===== src/rtl/spart_tx.sv =====
// spart_tx: transmit half of the SPART serial port.
// CPU bytes arrive through the IOW strobe into a DEPTH-entry FIFO. A bit-timed
// shifter then sends each byte on txd as 8N1: start bit, 8 data bits LSB first,
// stop bit.
// Optional: define SPART_TX_PARITY_EN to add an even-parity bit between the
// last data bit and the stop bit (8E1).
// Ports:
//   clk       system clock, rising edge
//   rst       synchronous active-high reset
//   iow       write strobe; a byte is accepted when tx_full=0
//   tx_data   byte to write, sampled with iow
//   tx_full   FIFO holds DEPTH entries (registered)
//   tbr       transmit buffer ready, FIFO empty (registered)
//   busy      shifter is mid-frame (registered with the state)
//   overflow  sticky; set by iow while tx_full=1, cleared only by rst
//   txd       serial line, idles high (registered)
module spart_tx #(
    parameter int unsigned DEPTH    = 4,
    parameter int unsigned BAUD_DIV = 434
) (
    input  logic       clk,
    input  logic       rst,
    input  logic       iow,
    input  logic [7:0] tx_data,
    output logic       tx_full,
    output logic       tbr,
    output logic       busy,
    output logic       overflow,
    output logic       txd
);

    localparam int unsigned PTR_W  = $clog2(DEPTH);
    localparam int unsigned CNT_W  = $clog2(DEPTH + 1);
    localparam int unsigned BAUD_W = $clog2(BAUD_DIV);
    localparam logic [BAUD_W-1:0] BAUD_LOAD = BAUD_W'(BAUD_DIV - 1);

`ifdef SPART_TX_PARITY_EN
    typedef enum logic [2:0] {S_IDLE, S_START, S_DATA, S_PARITY, S_STOP} state_e;
`else
    typedef enum logic [1:0] {S_IDLE, S_START, S_DATA, S_STOP} state_e;
`endif

    state_e            state_q, state_d;
    logic [PTR_W-1:0]  wr_ptr_q, wr_ptr_d, rd_ptr_q, rd_ptr_d;
    logic [CNT_W-1:0]  count_q, count_d;
    logic [BAUD_W-1:0] baud_q, baud_d;
    logic [7:0]        shift_q, shift_d;
    logic [2:0]        bit_idx_q, bit_idx_d;
    logic              txd_q, txd_d;
    logic              busy_q, busy_d;
    logic              full_q, full_d;
    logic              tbr_q, tbr_d;
    logic              ovf_q, ovf_d;
`ifdef SPART_TX_PARITY_EN
    logic              parity_q, parity_d;
`endif
    logic [7:0]        mem_q [DEPTH];
    logic              wr_en, pop, bit_end;

    // Next-state, FIFO bookkeeping and registered-output values.
    always_comb begin
        state_d   = state_q;
        baud_d    = baud_q;
        shift_d   = shift_q;
        bit_idx_d = bit_idx_q;
        txd_d     = txd_q;
        pop       = 1'b0;
`ifdef SPART_TX_PARITY_EN
        parity_d  = parity_q;
`endif
        wr_en     = iow && !full_q;
        bit_end   = (baud_q == '0);

        case (state_q)
            S_IDLE: begin
                txd_d = 1'b1;
                if (count_q != '0) begin
                    pop     = 1'b1;
                    state_d = S_START;
                    txd_d   = 1'b0;
                    baud_d  = BAUD_LOAD;
                    shift_d = mem_q[rd_ptr_q];
`ifdef SPART_TX_PARITY_EN
                    parity_d = ^mem_q[rd_ptr_q];
`endif
                end
            end
            S_START: begin
                if (bit_end) begin
                    state_d   = S_DATA;
                    txd_d     = shift_q[0];
                    shift_d   = {1'b0, shift_q[7:1]};
                    bit_idx_d = 3'd0;
                    baud_d    = BAUD_LOAD;
                end else begin
                    baud_d = baud_q - BAUD_W'(1);
                end
            end
            S_DATA: begin
                if (bit_end) begin
                    baud_d = BAUD_LOAD;
                    if (bit_idx_q == 3'd7) begin
`ifdef SPART_TX_PARITY_EN
                        state_d = S_PARITY;
                        txd_d   = parity_q;
`else
                        state_d = S_STOP;
                        txd_d   = 1'b1;
`endif
                    end else begin
                        txd_d     = shift_q[0];
                        shift_d   = {1'b0, shift_q[7:1]};
                        bit_idx_d = bit_idx_q + 3'd1;
                    end
                end else begin
                    baud_d = baud_q - BAUD_W'(1);
                end
            end
`ifdef SPART_TX_PARITY_EN
            S_PARITY: begin
                if (bit_end) begin
                    state_d = S_STOP;
                    txd_d   = 1'b1;
                    baud_d  = BAUD_LOAD;
                end else begin
                    baud_d = baud_q - BAUD_W'(1);
                end
            end
`endif
            S_STOP: begin
                if (bit_end) begin
                    // Back-to-back frames: go straight to the next start bit.
                    if (count_q != '0) begin
                        pop     = 1'b1;
                        state_d = S_START;
                        txd_d   = 1'b0;
                        baud_d  = BAUD_LOAD;
                        shift_d = mem_q[rd_ptr_q];
`ifdef SPART_TX_PARITY_EN
                        parity_d = ^mem_q[rd_ptr_q];
`endif
                    end else begin
                        state_d = S_IDLE;
                        baud_d  = '0;
                    end
                end else begin
                    baud_d = baud_q - BAUD_W'(1);
                end
            end
            default: begin
                state_d = S_IDLE;
                txd_d   = 1'b1;
                baud_d  = '0;
            end
        endcase

        wr_ptr_d = wr_en ? wr_ptr_q + PTR_W'(1) : wr_ptr_q;
        rd_ptr_d = pop ? rd_ptr_q + PTR_W'(1) : rd_ptr_q;
        count_d  = count_q + CNT_W'(wr_en) - CNT_W'(pop);
        full_d   = (count_d == CNT_W'(DEPTH));
        tbr_d    = (count_d == '0);
        busy_d   = (state_d != S_IDLE);
        ovf_d    = ovf_q | (iow & full_q);
    end

    // State and control registers.
    always_ff @(posedge clk) begin
        if (rst) begin
            state_q   <= S_IDLE;
            wr_ptr_q  <= '0;
            rd_ptr_q  <= '0;
            count_q   <= '0;
            baud_q    <= '0;
            shift_q   <= '0;
            bit_idx_q <= '0;
            txd_q     <= 1'b1;
            busy_q    <= 1'b0;
            full_q    <= 1'b0;
            tbr_q     <= 1'b1;
            ovf_q     <= 1'b0;
`ifdef SPART_TX_PARITY_EN
            parity_q  <= 1'b0;
`endif
        end else begin
            state_q   <= state_d;
            wr_ptr_q  <= wr_ptr_d;
            rd_ptr_q  <= rd_ptr_d;
            count_q   <= count_d;
            baud_q    <= baud_d;
            shift_q   <= shift_d;
            bit_idx_q <= bit_idx_d;
            txd_q     <= txd_d;
            busy_q    <= busy_d;
            full_q    <= full_d;
            tbr_q     <= tbr_d;
            ovf_q     <= ovf_d;
`ifdef SPART_TX_PARITY_EN
            parity_q  <= parity_d;
`endif
        end
    end

    // FIFO storage; contents are only meaningful below the count, so no reset.
    always_ff @(posedge clk) begin
        if (!rst && wr_en) begin
            mem_q[wr_ptr_q] <= tx_data;
        end
    end

    assign txd      = txd_q;
    assign busy     = busy_q;
    assign tx_full  = full_q;
    assign tbr      = tbr_q;
    assign overflow = ovf_q;

endmodule


===== config.mk =====
export PLATFORM = sky130hd
export DESIGN_NAME = spart_tx
export DESIGN_NICKNAME = d
export VERILOG_FILES = /design/src/rtl/spart_tx.sv
export SDC_FILE = /design/constraint.sdc
export NUM_CORES = 1
export LEC_CHECK = 0
export CORE_MARGIN = 3
export CORE_UTILIZATION = 30
export CTS_BUF_LIST = sky130_fd_sc_hd__clkbuf_4
export CTS_CLUSTER_SIZE = 40
export DETAILED_ROUTE_END_ITERATION = 6
export SYNTH_ARGS = -nofsm -noshare
export SYNTH_HDL_FRONTEND = slang
export SYNTH_SLANG_ARGS = --single-unit

===== constraint.sdc =====
create_clock -name clk -period 2.9 [get_ports clk]
set_input_delay 0.87 -clock clk [delete_from_list [all_inputs] [get_ports clk]]
set_output_delay 0.87 -clock clk [all_outputs]
set_load 0.03 [all_outputs]

==> flow_summary_export.csv <==
group,metric,value,unit
run_status,outcome,"complete, no violations",
worst_hold_path,min_from,"shift_q[2]",
synthesis,syn_area,0.00317,sq mm
synthesis,synth_edf_count,32,
synthesis,synthArstFlopShare,0,%
detailed_routing,dr.first_iter.drc_count,103,
placement,port_buffers,15,
synthesis,synth_seq_cells,68,
critical_path,critPathMaxFanout,3,
layout,nNetsFinal,338,
clocking,clk_path_buf_depth,2,
global_route,grt_max_degree,20,
synthesis,yosysMostFrequentCell,"dfxtp_1",
synthesis,synthDistinctLibCells,48,
synthesis,synth_area_leaders,"edfxtp_1, dfxtp_1, ha_1",
clocking,cts_max_level,3,
synthesis,synth_top_family_by_area,"simple AND/OR/NAND/NOR gates",
synthesis,postSynthCellCount,281,
layout,finalInstanceArea,0.00377,sq mm
global_route,first_global_vias,2116,
power_and_ir_drop,p_leak,0.00136,uW
timing,setup_viol,0,
synthesis,synth_compound_area_share,13.1,%
global_route,grt_antenna_before_repair,0,
detailed_routing,ant_nets,0,
critical_path,crit_path_end_kind,"register",
synthesis,synthAdderAreaFrac,6.55,%
placement,hpwl,4.05,mm
die,design.core.area,0.0100,sq mm
power_and_ir_drop,vdd_drop_max,0.364,mV
clocking,tritoncts,"done",
critical_path,startpoint_type,"register",
power_and_ir_drop,power.density,954,mW/mm^2
global_route,grt_first_pass_wirelength,10.2,mm
timing,rsz0062_at_grt,"true",
layout,antenna_cells,0,
synthesis,ys_top_cells_by_count,"dfxtp_1, edfxtp_1, nor2_1, nand2_1, a21oi_1",
critical_path,reg2reg_slack,20,ps
critical_path,rr_worst_depth,14,
worst_hold_path,whs_path_depth,2,
detailed_routing,first_pass_iters,5,
synthesis,synth-simple-area-share,14.6,%
critical_path,path_class,"reg2reg",
detailed_routing,drc_errors,0,
worst_hold_path,hp-class,"reg2reg",
clocking,clkLatencyLatePin,420,ps
worst_hold_path,min_to,"shift_q[1]",
die,num_rows,36,
timing,fin_setup_tns,0,ps
detailed_routing,wire_per_inst,13.8,um
layout,drive_gt1_share,19.6,%
synthesis,synth_mux_area_share,7.42,%
synthesis,synth-seq-area-share,53.0,%
detailed_routing,drt_wl_total,6.18,mm
timing,holdWs,474,ps
layout,fin_util,37.6,%
critical_path,arrival,3250,ps
clocking,cts.clk_slew.worst_paths,140,ps
detailed_routing,dr_total_vias,2192,
timing,fin_crit,2880,ps
timing,fin_crit_sh,99.2,%
die,io_pins,16,
timing,finalClockSkew,15.4,ps
synthesis,avgSynthCellArea,11.3,sq um
timing,maxSlewViolCount,0,
layout,area_delta_synth_final,19.0,%
detailed_routing,viasPerCell,4.88,
die,die-area,0.0118,sq mm
die,start_util,31.6,%
synthesis,synth_flop_cell,"dfxtp_1",
synthesis,synth_xor_area_share,1.66,%
timing,max_freq,0.348,GHz
global_route,gr-total-overflow,0,
placement,dpl_cell_area,0.00354,sq mm
clocking,cts_buffers,9,
synthesis,synthesis.nets,308,
synthesis,yosysTopAreaCell,"edfxtp_1",
global_route,grt_usage,11.2,%
synthesis,yosys.area.top_type_share,30.3,%
timing,hold_violations,0,
critical_path,r2r-end,"tx_full",
critical_path,rr_startpoint,"baud_q[0]",
clocking,ctsRootBufferMaster,"clkbuf_4",
critical_path,required,3270,ps
die,dieHeight,109,um
clocking,postCtsHoldBufs,0,
timing,maxSlewHeadroom,52.8,%
synthesis,yosys_warnings,0,
die,dieWidth,109,um
timing,worstMarginPinSlew,708,ps
flow_run,drv_cap,0,
clocking,clkSinkCount,68,
placement,place_congestion,0.792,
cells in the final DEF, fill, tap and decap left out, drive strengths merged, types with 2 or more instances in the layout:
master         netlist  final
xor2                 4      4
a31oi                4      4
a211oi               6      6
dfxtp               36     36
nor4                 3      3
nor2                25     25
clkdlybuf4s50        0     15
xnor2                2      2
mux2                 4      4
clkbuf              10      9
buf                  5     19
and2                 7      7
o22ai                2      2
a21oi               21     21
nor4b                3      3
a311oi               7      7
clkinv               0      2
inv                 14     17
nor3                 6      6
ha                  15     15
nand3                3      3
mux4                 8      8
nor2b                5      5
o21ai                9      9
and3                 2      2
o211ai               3      3
edfxtp              32     32
nand2               22     22
nand4                5      5
critical path, stage by stage (launching register included):
cell     delay, ps
dfxtp_2        350
inv_2           90
ha_4           150
nor4b_4        280
a31oi_2        180
nor3_2         260
ha_1           260
inv_1           60
ha_1           140
inv_1           60
fa_2           350
xor2_2         160
and2_4         180
nor3_4         170
and3_1         170
where the power goes:
| part | switching (uW) | internal, uW |
|---|---|---|
| combinational | 814 | 717 |
| sequential | 202 | 1200 |
| clock | 391 | 277 |
registers in the layout (all words and copies together) (netlist names), named ones only:
name and cells:
mem_q 32, baud_q 9, shift_q 8, bit_idx_q 3
count_q 3, rd_ptr_q 2, state_q 2, wr_ptr_q 2
busy 1, overflow 1, tbr 1, tx_full 1
txd 1
metal layers:
layer / vias up / track usage [%] / routed length (um)
met5: - / 0 / 0
met4: 0 / 5.50 / 97
met3: 8 / 2.66 / 181
met2: 28 / 17.8 / 3000
met1: 1058 / 14.2 / 2910
li1: 1098 / - / -
repair_timing:
action	CTS	global route
pin swaps	0	5
hold endpoints to repair	0	0
setup endpoints to repair	2	3
resized for setup	1	12
setup buffers	0	3
cells by family after synthesis:
family                     Yosys count
AOI/OAI and AO/OA                   63
xor gates and xnor gates             6
adders and majority gates           16
buffers and inverters               29
DFF                                 68
muxes                               13
and+or+nand+nor                     86
layout make-up:
| type | instances | area, sq um |
|---|---|---|
| repair buffers | 34 | 293 |
| flip-flops and latches | 68 | 1680 |
| fillers | 1001 | 6270 |
| multi-input cells | 184 | 1430 |
| clock buffers | 9 | 67.6 |
| inverters | 14 | 52.6 |
| clock inverters | 7 | 83.8 |
| well taps | 133 | 166 |
stage by stage:
step           setup slack, ps  power [uW]  instances
3_3_place_gp              -306        2790        430
6_report                  23.8        3600        449
4_1_cts                   14.1        3500        446
5_1_grt                   -160        3870        449
2_1_floorplan             55.0        2440        281
3_5_place_dp              -393        2810        430
worst max-delay path by stage:
stage,start,cells after the start,slack (ps),endpoint
floorplan,baud_q[0],14,60,tx_full
global placement,iow,12,-310,tx_full
detailed placement,iow,12,-390,tx_full
CTS,baud_q[1],14,10,tx_full
global route,baud_q[0],14,-160,tx_full
finish,baud_q[0],14,20,tx_full
(Power assumes the default switching activity.)
